### config.mk
export PLATFORM = sky130hd
export DESIGN_NAME = pixel_ram_arbiter_flat
export DESIGN_NICKNAME = d
export VERILOG_FILES = /design/src/rtl/pixel_ram_pkg.sv /design/src/rtl/pixel_ram_arbiter_if.sv /design/src/rtl/pixel_wr_fifo.sv /design/src/rtl/pixel_ram_arbiter.sv /design/src/flat_wrapper.sv
export SDC_FILE = /design/constraint.sdc
export NUM_CORES = 1
export LEC_CHECK = 0
export ABC_CLOCK_PERIOD_IN_PS = 4050
export CAP_MARGIN = 0
export CORE_UTILIZATION = 50
export CTS_CLUSTER_SIZE = 40
export DETAILED_ROUTE_END_ITERATION = 10
export PLACE_DENSITY_LB_ADDON = 0.25
export SYNTH_ARGS = -nofsm -noshare
export SYNTH_HDL_FRONTEND = slang
export SYNTH_SLANG_ARGS = --single-unit
### constraint.sdc
create_clock -name clk -period 4.05 [get_ports clk]
set_input_delay 0.6075 -clock clk [delete_from_list [all_inputs] [get_ports clk]]
set_output_delay 0.6075 -clock clk [all_outputs]
set_load 0.005 [all_outputs]
### src/rtl/pixel_ram_pkg.sv
// Shared constants and types for the pixel RAM arbiter: default widths,
// arbiter state encoding and the renderer write entry.
package pixel_ram_pkg;

    localparam int PIX_ADDR_W     = 10;
    localparam int PIX_DATA_W     = 8;
    localparam int PIX_FIFO_DEPTH = 4;

    typedef enum logic [0:0] {
        IDLE  = 1'b0,
        CLEAR = 1'b1
    } arb_state_e;

    typedef struct packed {
        logic [PIX_ADDR_W-1:0] addr;
        logic [PIX_DATA_W-1:0] data;
    } wr_entry_t;

endpackage

### src/rtl/pixel_ram_arbiter_if.sv
// Display-read and renderer-write bus between the video front end (master)
// and the pixel RAM arbiter (slave).
interface pixel_ram_arbiter_if
    import pixel_ram_pkg::*;
#(
    parameter int ADDR_W = PIX_ADDR_W,
    parameter int DATA_W = PIX_DATA_W
) ();

    // Reads have no backpressure: rd_valid/rd_data follow rd_req by one cycle.
    // Writes transfer on a rising edge with wr_valid && wr_ready; the master
    // holds wr_valid, wr_addr and wr_data stable until that edge.
    logic              rd_req;
    logic [ADDR_W-1:0] rd_addr;
    logic [DATA_W-1:0] rd_data;
    logic              rd_valid;
    logic              wr_valid;
    logic              wr_ready;
    logic [ADDR_W-1:0] wr_addr;
    logic [DATA_W-1:0] wr_data;

    modport master (
        output rd_req, rd_addr, wr_valid, wr_addr, wr_data,
        input  rd_data, rd_valid, wr_ready
    );

    modport slave (
        input  rd_req, rd_addr, wr_valid, wr_addr, wr_data,
        output rd_data, rd_valid, wr_ready
    );

endinterface

### src/rtl/pixel_wr_fifo.sv
// Synchronous write queue for renderer pixels; flush drops all entries,
// including a push presented in the same cycle.
module pixel_wr_fifo #(
    parameter  int W     = 18,
    parameter  int DEPTH = 4,
    localparam int CW    = $clog2(DEPTH + 1)
) (
    input  logic          clk,
    input  logic          rst,
    input  logic          flush_i,
    input  logic          push_i,
    input  logic [W-1:0]  wdata_i,
    input  logic          pop_i,
    output logic [W-1:0]  rdata_o,
    output logic          full_o,
    output logic          empty_o,
    output logic [CW-1:0] count_o
);

    localparam int            PW       = (DEPTH > 1) ? $clog2(DEPTH) : 1;
    localparam logic [PW-1:0] LAST     = PW'(DEPTH - 1);
    localparam logic [CW-1:0] FULL_CNT = CW'(DEPTH);

    logic [W-1:0]  mem_q [DEPTH];
    logic [PW-1:0] wr_ptr_q, wr_ptr_d, rd_ptr_q, rd_ptr_d;
    logic [CW-1:0] count_q, count_d;
    logic          do_push, do_pop;

    assign full_o  = (count_q == FULL_CNT);
    assign empty_o = (count_q == '0);
    assign count_o = count_q;
    assign rdata_o = mem_q[rd_ptr_q];

    // Full blocks a push even when a pop frees a slot in the same cycle.
    assign do_push = push_i && !full_o && !flush_i;
    assign do_pop  = pop_i && !empty_o && !flush_i;

    always_comb begin
        wr_ptr_d = wr_ptr_q;
        rd_ptr_d = rd_ptr_q;
        count_d  = count_q;
        if (do_push) wr_ptr_d = (wr_ptr_q == LAST) ? '0 : wr_ptr_q + 1'b1;
        if (do_pop)  rd_ptr_d = (rd_ptr_q == LAST) ? '0 : rd_ptr_q + 1'b1;
        if (do_push && !do_pop)      count_d = count_q + 1'b1;
        else if (do_pop && !do_push) count_d = count_q - 1'b1;
    end

    always_ff @(posedge clk) begin
        if (rst || flush_i) begin
            wr_ptr_q <= '0;
            rd_ptr_q <= '0;
            count_q  <= '0;
        end else begin
            wr_ptr_q <= wr_ptr_d;
            rd_ptr_q <= rd_ptr_d;
            count_q  <= count_d;
        end
    end

    always_ff @(posedge clk) begin
        if (do_push) mem_q[wr_ptr_q] <= wdata_i;
    end

endmodule

### src/rtl/pixel_ram_arbiter.sv
// Single-port pixel RAM arbiter: display reads always win, then buffer-clear
// writes, then queued renderer writes; one RAM access per cycle.
module pixel_ram_arbiter
    import pixel_ram_pkg::*;
#(
    parameter int ADDR_W     = PIX_ADDR_W,
    parameter int DATA_W     = PIX_DATA_W,
    parameter int FIFO_DEPTH = PIX_FIFO_DEPTH
) (
    input  logic                              clk,
    input  logic                              rst,
    pixel_ram_arbiter_if.slave                bus,
    input  logic                              clear_start_i,
    input  logic [DATA_W-1:0]                 clear_color_i,
    output logic                              clear_busy_o,
    output logic                              clear_done_o,
    output logic [ADDR_W-1:0]                 ram_addr_o,
    output logic                              ram_we_o,
    output logic [DATA_W-1:0]                 ram_wdata_o,
    input  logic [DATA_W-1:0]                 ram_rdata_i,
    output arb_state_e                        state_o,
    output logic [$clog2(FIFO_DEPTH+1)-1:0]   fifo_count_o
);

    arb_state_e               state_q, state_d;
    logic [ADDR_W-1:0]        clr_cnt_q, clr_cnt_d;
    logic [DATA_W-1:0]        clr_col_q, clr_col_d;
    logic                     clr_done_q, clr_done_d;
    logic                     rd_valid_q;
    logic                     fifo_full, fifo_empty, fifo_push, fifo_pop, fifo_flush;
    logic [ADDR_W+DATA_W-1:0] fifo_head;

    // wr_ready depends only on registered state, never on rd_req.
    assign bus.wr_ready = !rst && !fifo_full && (state_q == IDLE);
    assign fifo_push    = bus.wr_valid && bus.wr_ready;

    pixel_wr_fifo #(
        .W     (ADDR_W + DATA_W),
        .DEPTH (FIFO_DEPTH)
    ) u_wr_fifo (
        .clk     (clk),
        .rst     (rst),
        .flush_i (fifo_flush),
        .push_i  (fifo_push),
        .wdata_i ({bus.wr_addr, bus.wr_data}),
        .pop_i   (fifo_pop),
        .rdata_o (fifo_head),
        .full_o  (fifo_full),
        .empty_o (fifo_empty),
        .count_o (fifo_count_o)
    );

    always_comb begin
        state_d     = state_q;
        clr_cnt_d   = clr_cnt_q;
        clr_col_d   = clr_col_q;
        clr_done_d  = 1'b0;
        fifo_flush  = 1'b0;
        fifo_pop    = 1'b0;
        ram_addr_o  = bus.rd_req ? bus.rd_addr : '0;
        ram_we_o    = 1'b0;
        ram_wdata_o = '0;
        unique case (state_q)
            IDLE: begin
                if (clear_start_i) begin
                    state_d    = CLEAR;
                    clr_cnt_d  = '0;
                    clr_col_d  = clear_color_i;
                    fifo_flush = 1'b1;
                end else if (!bus.rd_req && !fifo_empty) begin
                    fifo_pop    = 1'b1;
                    ram_we_o    = 1'b1;
                    ram_addr_o  = fifo_head[ADDR_W+DATA_W-1:DATA_W];
                    ram_wdata_o = fifo_head[DATA_W-1:0];
                end
            end
            CLEAR: begin
                // A new clear_start abandons the current pass without a done pulse.
                if (clear_start_i) begin
                    clr_cnt_d  = '0;
                    clr_col_d  = clear_color_i;
                    fifo_flush = 1'b1;
                end else if (!bus.rd_req) begin
                    ram_we_o    = 1'b1;
                    ram_addr_o  = clr_cnt_q;
                    ram_wdata_o = clr_col_q;
                    clr_cnt_d   = clr_cnt_q + 1'b1;
                    if (clr_cnt_q == '1) begin
                        state_d    = IDLE;
                        clr_done_d = 1'b1;
                    end
                end
            end
            default: state_d = IDLE;
        endcase
        if (rst) begin
            ram_addr_o  = '0;
            ram_we_o    = 1'b0;
            ram_wdata_o = '0;
            fifo_pop    = 1'b0;
            fifo_flush  = 1'b0;
        end
    end

    always_ff @(posedge clk) begin
        if (rst) begin
            state_q    <= IDLE;
            clr_cnt_q  <= '0;
            clr_col_q  <= '0;
            clr_done_q <= 1'b0;
            rd_valid_q <= 1'b0;
        end else begin
            state_q    <= state_d;
            clr_cnt_q  <= clr_cnt_d;
            clr_col_q  <= clr_col_d;
            clr_done_q <= clr_done_d;
            rd_valid_q <= bus.rd_req;
        end
    end

    assign bus.rd_valid = rd_valid_q;
    assign bus.rd_data  = rd_valid_q ? ram_rdata_i : '0;
    assign clear_busy_o = (state_q == CLEAR) && !rst;
    assign clear_done_o = clr_done_q;
    assign state_o      = state_q;

endmodule

### src/flat_wrapper.sv
// flat-port wrapper written by rule: the top's interface ports become plain ports
module pixel_ram_arbiter_flat import pixel_ram_pkg::*;
#(
    parameter int ADDR_W     = PIX_ADDR_W,
    parameter int DATA_W     = PIX_DATA_W,
    parameter int FIFO_DEPTH = PIX_FIFO_DEPTH
)
  (clk, rst, clear_start_i, clear_color_i, clear_busy_o, clear_done_o, ram_addr_o, ram_we_o, ram_wdata_o, ram_rdata_i, state_o, fifo_count_o, bus_rd_req, bus_rd_addr, bus_wr_valid, bus_wr_addr, bus_wr_data, bus_rd_data, bus_rd_valid, bus_wr_ready);
  pixel_ram_arbiter_if #(.ADDR_W(ADDR_W), .DATA_W(DATA_W)) bus_i ();
  input  logic clk;
  input  logic rst;
  input  logic clear_start_i;
  input  logic [DATA_W-1:0] clear_color_i;
  output logic clear_busy_o;
  output logic clear_done_o;
  output logic [ADDR_W-1:0] ram_addr_o;
  output logic ram_we_o;
  output logic [DATA_W-1:0] ram_wdata_o;
  input  logic [DATA_W-1:0] ram_rdata_i;
  output arb_state_e state_o;
  output logic [$clog2(FIFO_DEPTH+1)-1:0] fifo_count_o;
  input wire logic [$bits(bus_i.rd_req)-1:0] bus_rd_req;
  input wire logic [$bits(bus_i.rd_addr)-1:0] bus_rd_addr;
  input wire logic [$bits(bus_i.wr_valid)-1:0] bus_wr_valid;
  input wire logic [$bits(bus_i.wr_addr)-1:0] bus_wr_addr;
  input wire logic [$bits(bus_i.wr_data)-1:0] bus_wr_data;
  output wire logic [$bits(bus_i.rd_data)-1:0] bus_rd_data;
  output wire logic [$bits(bus_i.rd_valid)-1:0] bus_rd_valid;
  output wire logic [$bits(bus_i.wr_ready)-1:0] bus_wr_ready;
  assign bus_i.rd_req = bus_rd_req;
  assign bus_i.rd_addr = bus_rd_addr;
  assign bus_i.wr_valid = bus_wr_valid;
  assign bus_i.wr_addr = bus_wr_addr;
  assign bus_i.wr_data = bus_wr_data;
  assign bus_rd_data = bus_i.rd_data;
  assign bus_rd_valid = bus_i.rd_valid;
  assign bus_wr_ready = bus_i.wr_ready;
  pixel_ram_arbiter #(.ADDR_W(ADDR_W), .DATA_W(DATA_W), .FIFO_DEPTH(FIFO_DEPTH)) u_core (.clk(clk), .rst(rst), .bus(bus_i), .clear_start_i(clear_start_i), .clear_color_i(clear_color_i), .clear_busy_o(clear_busy_o), .clear_done_o(clear_done_o), .ram_addr_o(ram_addr_o), .ram_we_o(ram_we_o), .ram_wdata_o(ram_wdata_o), .ram_rdata_i(ram_rdata_i), .state_o(state_o), .fifo_count_o(fifo_count_o));
endmodule
==> out/metrics.yaml <==
run_status:
  outcome: "finished, final reports clean"
setup_path:
  cpPeakStageDelay_ps: 540
  crit_chain: "clkdlybuf4s50_1 > or3_4 > nor3_4 > buf_4 > nand2_1 > o211ai_1 > clkdlybuf4s50_1"
  cp_common_cell: "clkdlybuf4s50_1"
  crit_family: "buffers and inverters"
  cp-start-kind: "primary input"
  endpoint_kind: "primary output"
  worst-endpoint-required_ps: 3440
  regToRegSetupSlack_ps: 1510
  path_max_fanout: 11
  crit_arrival_ps: 2770
  slowest_stage: "clkdlybuf4s50_1"
  crit_buf_inv: 3
  critPathKind: "in -> out"
timing:
  setup_viol: 0
  fmax_ghz: 0.296
  fin_ws_ps: 677
  period_minus_slack_ps: 3370
  finalClockSkew_ps: 11.9
  hold_viol_final: 0
  slew_headroom: 0.402
  timing.final.crit_share: 0.833
  fin_tns_setup_ps: 0
  rsz0062_at_grt: "no"
  worstMarginPinSlew_ps: 895
  slew_viol_final: 0
final_layout:
  final_core_util: 0.661
  final_common_cell: "clkdlybuf4s50_1"
  drive_gt1_frac: 0.129
  diodes: 0
  area_delta_synth_final_pct: 27.0
  layout.nets: 440
  final_cell_mix: "clkdlybuf4s50_1, edfxtp_1, dfxtp_1"
floorplan:
  coreArea_um2: 8260
  rows: 33
  die_width_um: 94.7
  io_pins: 84
  start_util: 0.520
  die_area_um2: 8970
  die_h_um: 94.7
logic_synthesis:
  dominantRegCellSynth: "edfxtp_1"
  synth_cell_types: 44
  async_reset_ff_frac: 0
  ys_seq_area_frac: 0.643
  synth_fp_nets: 351
  yosys_register_bits: 102
  synth_edf_count: 72
  yosysWarnings: 0
  synthCells: 294
  synthesis.area_um2: 4300
  syn_area_per_cell_um2: 14.6
global_routing:
  grtUsageMet1: 0.262
  grt-ovfl-total: 0
  top_usage_layer: "met2"
  grt_antenna_before_repair: 0
  grt_pass1_vias: 2644
  use_met2: 0.342
  grt_pass1_wl_mm: 13.3
  grt_usage: 0.204
  globalRouteMet3Util: 0.0475
  grt_max_degree: 23
drt:
  drt.antenna.violating_nets: 0
  drtIter0Drc: 117
  vias_per_cell: 5.55
  wirelength_mm: 8.52
  first_pass_iters: 4
  wl_per_cell_um: 17.3
  num_vias: 2735
  drc_errors: 0
cts:
  root_buffer: "clkbuf_8"
  cts_sinks: 102
  cts_tree: "yes"
  path_clk_slew_ps: 90
  clk_latency_ps: 360
  cts_setup_buffers: 0
  cts_buffers: 9
  cts.hold.buffers_added: 0
  post_cts_resized: 0
  cts-htree-levels: 3
  cts.path.max_buffers: 2
power_and_ir_drop:
  power.internal_w: 0.00151
  power_frac_clock: 0.332
  swShare: 0.216
  power.density_nw_per_um2: 352
  power.leakage_nw: 1.85
  p_switching_w: 0.000416
  p_seq_frac: 0.592
  max-vdd-ir-drop_v: 0.000173
  comb_power_share: 0.076
place:
  dpl.hpwl_mm: 5.89
  port_buffers: 83
  dp_slack_ps: 665
  place_congestion: 0.838
hold_path:
  min_path_type: "reg -> reg"
flow_run:
  max_cap_viol_count: 0
-- power groups by stage --
stage	registers, W	clock network (W)	logic, W
4_1_cts	0.00114	0.000650	0.000148
3_3_place_gp	0.00116	0	0.000145
3_5_place_dp	0.00116	0	0.000147
2_1_floorplan	0.00116	0	0.0000564
5_1_grt	0.00114	0.000693	0.000160
6_report	0.00114	0.000639	0.000147
-- layer usage --
| metal | vias to the layer above | wire (um) |
|---|---|---|
| li1 | 1300 | - |
| met1 | 1336 | 3640 |
| met2 | 88 | 4280 |
| met3 | 11 | 465 |
| met4 | 0 | 138 |
| met5 | - | 0 |
-- worst reg2reg max path, stage by stage (launching register included) --
cell and delay [ps]:
dfxtp_1 380, nor3_1 610, nor3_4 170, inv_1 100, ha_1 190, inv_1 60
fa_1 370, xor2_1 170, or3_1 300, a21oi_1 140
-- flip-flops by register name, indices dropped and copies added, names as in the netlist, named ones only --
signal	count
u_core.u_wr_fifo.wr_ptr_q	2
u_core.state_o	1
u_core.clear_done_o	1
u_core.clr_cnt_q	10
u_core.u_wr_fifo.count_o	3
u_core.clr_col_q	8
u_core.u_wr_fifo.mem_q	72
u_core.bus.rd_valid	1
u_core.u_wr_fifo.rd_ptr_q	2
-- final timing paths --
kind	start	end	cells past startpoint
max	clear_start_i	ram_addr_o[2]	7
min	u_core.clr_col_q[1]	u_core.clr_col_q[1]	2
max reg2reg	u_core.u_wr_fifo.count_o[0]	u_core.u_wr_fifo.count_o[2]	9
min reg2reg	u_core.clr_col_q[1]	u_core.clr_col_q[1]	2
-- cell families after synthesis --
group | share of synthesized area
adders and majority gates | 0.0250
AOI/OAI and AO/OA | 0.0588
buffers and inverters | 0.0248
and+or+nand+nor | 0.108
xor gates and xnor gates | 0.0204
DFF | 0.643
muxes | 0.120
-- area by class of cell --
type | instances | area [um^2]
Fill cell | 608 | 2800
Sequential cell | 102 | 2760
Multi-Input combinational cell | 170 | 1430
Tap cell | 105 | 131
Clock buffer | 10 | 128
Clock inverter | 6 | 71.3
Inverter | 6 | 22.5
Timing Repair Buffer | 94 | 913
-- through the flow --
stage	cells	hold WS [ps]	power (W)	instance area (um^2)
detailed placement	477	496	0.00131	5260
global route	493	552	0.00199	5460
CTS	493	520	0.00194	5460
floorplan	294	460	0.00121	4300
global placement	477	474	0.00131	5260
finish	493	516	0.00192	5460
-- cell usage after synthesis (all sizes together) (2+ instances only) --
master / n / area (um^2)
nor3: 6 / 41.3
dfxtp: 30 / 601
xor2: 5 / 43.8
mux4: 18 / 405
or3: 3 / 23.8
xnor2: 5 / 43.8
a211oi: 2 / 15.0
edfxtp: 72 / 2160
mux2i: 11 / 110
nand2: 20 / 75.1
buf: 8 / 52.6
a32oi: 4 / 35.0
nor2: 27 / 101
and3: 4 / 25.0
a22o: 8 / 70.1
ha: 7 / 87.6
nand3: 4 / 20.0
inv: 6 / 22.5
clkbuf: 8 / 31.3
o31ai: 2 / 15.0
nor4: 3 / 18.8
nor2b: 2 / 12.5
o21ai: 8 / 40.0
and2: 9 / 56.3
a22oi: 4 / 30.0
a21oi: 4 / 23.8
nand4: 5 / 31.3
Note: power is estimated with default switching activity, not from simulation.
